### src/rtl/up_down_mod_counter.sv
// Up/down counter with runtime modulus, variable step, wrap/saturate mode,
// sticky overflow/underflow flags and a registered wrap/clip event pulse.
module up_down_mod_counter #(
  parameter int unsigned    N         = 8,
  parameter logic [N-1:0]   RESET_VAL = '0
) (
  input  logic         clk,
  input  logic         reset,
  input  logic         en,
  input  logic         up,
  input  logic [N-1:0] step,
  input  logic [N-1:0] limit,
  input  logic         sat,
  input  logic         clr,
  input  logic         load,
  input  logic [N-1:0] load_val,
  input  logic         clr_flags,
  output logic [N-1:0] Q,
  output logic         evt,
  output logic         ovf,
  output logic         unf,
  output logic         at_max,
  output logic         at_zero
);

  logic [N-1:0] q_q, q_d;
  logic         evt_q, evt_d;
  logic         ovf_q, ovf_d;
  logic         unf_q, unf_d;
  logic         ovf_set, unf_set;

  logic [N-1:0] s_eff;
  logic [N:0]   q_w, s_w, lim_w, mod_w, sum_w, wrap_up_w, wrap_dn_w;

  // One extra bit so limit = 2^N-1 yields modulus 2^N without overflow.
  always_comb begin
    s_eff     = (step < limit) ? step : limit;
    q_w       = {1'b0, q_q};
    s_w       = {1'b0, s_eff};
    lim_w     = {1'b0, limit};
    mod_w     = lim_w + {{N{1'b0}}, 1'b1};
    sum_w     = q_w + s_w;
    wrap_up_w = sum_w - mod_w;
    wrap_dn_w = q_w + mod_w - s_w;
  end

  always_comb begin
    q_d     = q_q;
    evt_d   = 1'b0;
    ovf_set = 1'b0;
    unf_set = 1'b0;
    if (clr) begin
      q_d = '0;
    end else if (load) begin
      q_d = (load_val < limit) ? load_val : limit;
    end else if (en) begin
      if (q_q > limit) begin
        // Limit was lowered under us: treat as an overflow in either direction.
        q_d     = sat ? limit : '0;
        evt_d   = 1'b1;
        ovf_set = 1'b1;
      end else if (up) begin
        if (sum_w <= lim_w) begin
          q_d = sum_w[N-1:0];
        end else begin
          q_d     = sat ? limit : wrap_up_w[N-1:0];
          evt_d   = 1'b1;
          ovf_set = 1'b1;
        end
      end else begin
        if (q_q >= s_eff) begin
          q_d = q_q - s_eff;
        end else begin
          q_d     = sat ? '0 : wrap_dn_w[N-1:0];
          evt_d   = 1'b1;
          unf_set = 1'b1;
        end
      end
    end
    ovf_d = (ovf_q & ~clr_flags) | ovf_set;
    unf_d = (unf_q & ~clr_flags) | unf_set;
  end

  always_ff @(posedge clk or posedge reset) begin
    if (reset) begin
      q_q   <= RESET_VAL;
      evt_q <= 1'b0;
      ovf_q <= 1'b0;
      unf_q <= 1'b0;
    end else begin
      q_q   <= q_d;
      evt_q <= evt_d;
      ovf_q <= ovf_d;
      unf_q <= unf_d;
    end
  end

  assign Q       = q_q;
  assign evt     = evt_q;
  assign ovf     = ovf_q;
  assign unf     = unf_q;
  assign at_max  = (q_q == limit);
  assign at_zero = (q_q == '0);

endmodule

### config.mk
export PLATFORM = sky130hd
export DESIGN_NAME = up_down_mod_counter
export DESIGN_NICKNAME = d
export VERILOG_FILES = /design/src/rtl/up_down_mod_counter.sv
export SDC_FILE = /design/constraint.sdc
export NUM_CORES = 1
export LEC_CHECK = 0
export BUFFER_PORTS_ARGS = -buffer_cell sky130_fd_sc_hd__buf_4
export CAP_MARGIN = 20
export CELL_PAD_IN_SITES_DETAIL_PLACEMENT = 1
export CELL_PAD_IN_SITES_GLOBAL_PLACEMENT = 2
export CORE_MARGIN = 5
export CORE_UTILIZATION = 38
export DETAILED_ROUTE_END_ITERATION = 7
export GPL_TIMING_DRIVEN = 0
export HOLD_SLACK_MARGIN = 0.02
export MAX_ROUTING_LAYER = met4
export PLACE_DENSITY = 0.95
export SLEW_MARGIN = 20
export SYNTH_ARGS = -nofsm -noshare
export SYNTH_HDL_FRONTEND = slang
export SYNTH_SLANG_ARGS = --single-unit
### constraint.sdc
create_clock -name clk -period 6.91 [get_ports clk]
set_clock_uncertainty 0.15 [all_clocks]
set_input_delay 0.3455 -clock clk [delete_from_list [all_inputs] [get_ports clk]]
set_output_delay 0.3455 -clock clk [all_outputs]
set_load 0.05 [all_outputs]
==> qor.csv <==
metric,value,unit
clk-insertion-delay-late,240,ps
worstHoldStart,clr_flags,
cts_tree,built,
synth.top_cell.area_share,23.1,%
drc_errors,0,
ff2ff_setup_slack,2090,ps
ir_worst_vdd,0.0000926,V
synthesis.instances,420,
min_period,6680,ps
cp-end-kind,flop,
postRouteAntennaNets,0,
diodes,0,
max_freq,0.150,GHz
yosys_register_bits,11,
overflow,0,
drv_slew,0,
grt_max_degree,12,
die-area,0.0110,mm2
hold_path_class,input pin to flop,
root_buffer,clkbuf_8,
path_clk_slew,50,ps
path_class,input pin to flop,
coreArea,0.00872,mm2
viasPerCell,6.09,
die_h,105,um
whs_path_depth,2,
hpwl,10.4,mm
synth_area_leader_cell,ha_1,
drt_iter0_drc,185,
leakage,1.80,nW
placementRows,34,
grt_pass1_vias,3633,
busiest_layer,met2,
fp.dieW,105,um
drtPass1Iterations,5,
grtUsageMet1,30.1,%
yosysWarnings,0,
met2_usage,37.5,%
grt_antenna_before_repair,0,
maxCapViolCount,0,
drive_above_1_share,14.7,%
crit_path_max_fanout,10,
gp_congestion,0.882,
synthArstFlopShare,100,%
cts_made_buffers,3,
synth_ff_type,dfrtp_1,
boundaryPins,45,
yosysUniqueCellTypes,65,
dp_cells,566,
mostFrequentLayoutCells,"ha_1 (63), buf_4 (42), inv_1 (36), nor2_1 (33), a21oi_1 (31)",
track_usage,22.9,%
routed_wl,12.6,mm
pre_cts_ws,-892,ps
status,finished clean,
design_area,0.00392,mm2
start_util,39.2,%
tns,0,ps
final_hold_viol_count,0,
final_common_cell,ha_1,
rr_endpoint,Q[5]$_DFFE_PP0P_,
syn-cell-area,0.00341,mm2
syn_to_final_growth,14.7,%
syn_area_per_cell,8.13,um2
required,6860,ps
clock_path_buffers,2,
setup_ws,226,ps
instances_no_fill,571,
htreeDepth,1,
grtUsageMet3,3.70,%
cts_sinks,11,
r2r_cells,16,
p_per_area,280,mW/mm2
nets,569,
ys_seq_area_share,8.06,%
critPathLaunchType,input pin,
num_vias,3478,
hold_ws,155,ps
reg2reg_from,Q[1]$_DFFE_PP0P_,
syn_nets,525,
worst_slew_pin_slew,1000,ps
holdPathEnd,ovf$_DFF_PP0_,
power,1.10,mW
placed_area,0.00383,mm2
worstPathArrival,6630,ps
synth_area_leaders,"ha_1 (23%), dfrtp_1 (8.1%), fa_1 (5.9%)",
wl_per_cell,22.1,um
final_core_util,44.9,%
grt_pass1_wl,19.9,mm
relSlewSlack,32.7,%
finalCritPeriodShare,96.7,%
io_buffers,38,
rsz0062_at_grt,false,
setup_viol,0,
synth_enable_flop_cells,0,
==> worst max-delay path: stages <==
cell and delay, ps:
buf_4 160, inv_1 210, ha_1 280, a21o_1 170, a21o_1 200, a21oi_1 260
nor2b_1 80, o21ai_1 150, a211o_2 290, buf_4 290, mux2_1 350, ha_1 280
buf_4 170, nor2b_4 130, o31a_4 310, or4_1 400, o311ai_1 210, ha_1 380
a22o_1 220, nor4_2 150, nand3_1 160, a221oi_4 310, and2_1 180, buf_6 130
o21ai_2 140, a2111oi_2 520, o22ai_1 130
==> Yosys cell counts, drive strengths merged, types with 4 or more instances <==
library cell / number
a211o: 6
a211oi: 8
a21o: 5
a21oi: 32
a221oi: 4
a31oi: 4
buf: 8
clkbuf: 8
dfrtp: 11
fa: 10
ha: 63
inv: 36
mux2: 8
mux2i: 13
nand2: 20
nand2b: 8
nand3: 14
nand4: 4
nor2: 34
nor2b: 8
nor3: 7
o2111ai: 4
o211ai: 5
o21ai: 20
o22ai: 5
or4: 4
xnor2: 22
xor2: 6
==> kinds of logic (layout without fill, tap and decap cells) <==
kind of cell	Yosys count	after routing	synth area share (%)
compound gates	118	118	24.9
fa+ha+maj	73	73	28.9
mux	21	21	6.45
xor+xnor	28	28	7.18
simple gates	117	117	17.8
buf+inv	52	95	6.71
flops	11	11	8.06
==> per-layer routing <==
layer  share of wire, %  vias up
met2                 48      106
met5                  0        -
met4                1.4        0
met3                5.1       14
li1                   -     1631
met1                 45     1727
==> worst max path at each step <==
stage	start	endpoint	slack, ps
final	limit[1]	Q[5]$_DFFE_PP0P_	230
after global routing	limit[1]	Q[5]$_DFFE_PP0P_	70
after CTS	limit[1]	Q[6]$_DFFE_PP0P_	230
after detailed placement	limit[2]	Q[6]$_DFFE_PP0P_	-890
after global placement	limit[2]	Q[6]$_DFFE_PP0P_	-660
after floorplan	limit[2]	Q[6]$_DFFE_PP0P_	830
==> sequential cells by signal, summed over array words and instances (netlist names) <==
signal and count:
unf 1, ovf 1, Q 8, evt 1
==> layout make-up <==
class	instances	area (um2)
buffer	15	95.1
clock buffer	4	45.0
fill	1086	4810
inverter	36	135
multi-input combinational	357	2930
sequential	11	275
tap	108	135
timing repair buffer	40	303
==> what timing repair did <==
action,4_1_cts,5_1_grt
endpoints found under the setup margin,8,2
resized for setup,4,5
hold buffers,1,0
setup buffers,1,0
endpoints found under the hold margin,11,0
pin swaps,1,0
==> power breakdown <==
part	internal [mW]	switching, mW
registers	0.0736	0.0247
clock network	0.0405	0.0240
logic	0.383	0.551
Note: power is estimated with default switching activity, not from simulation.
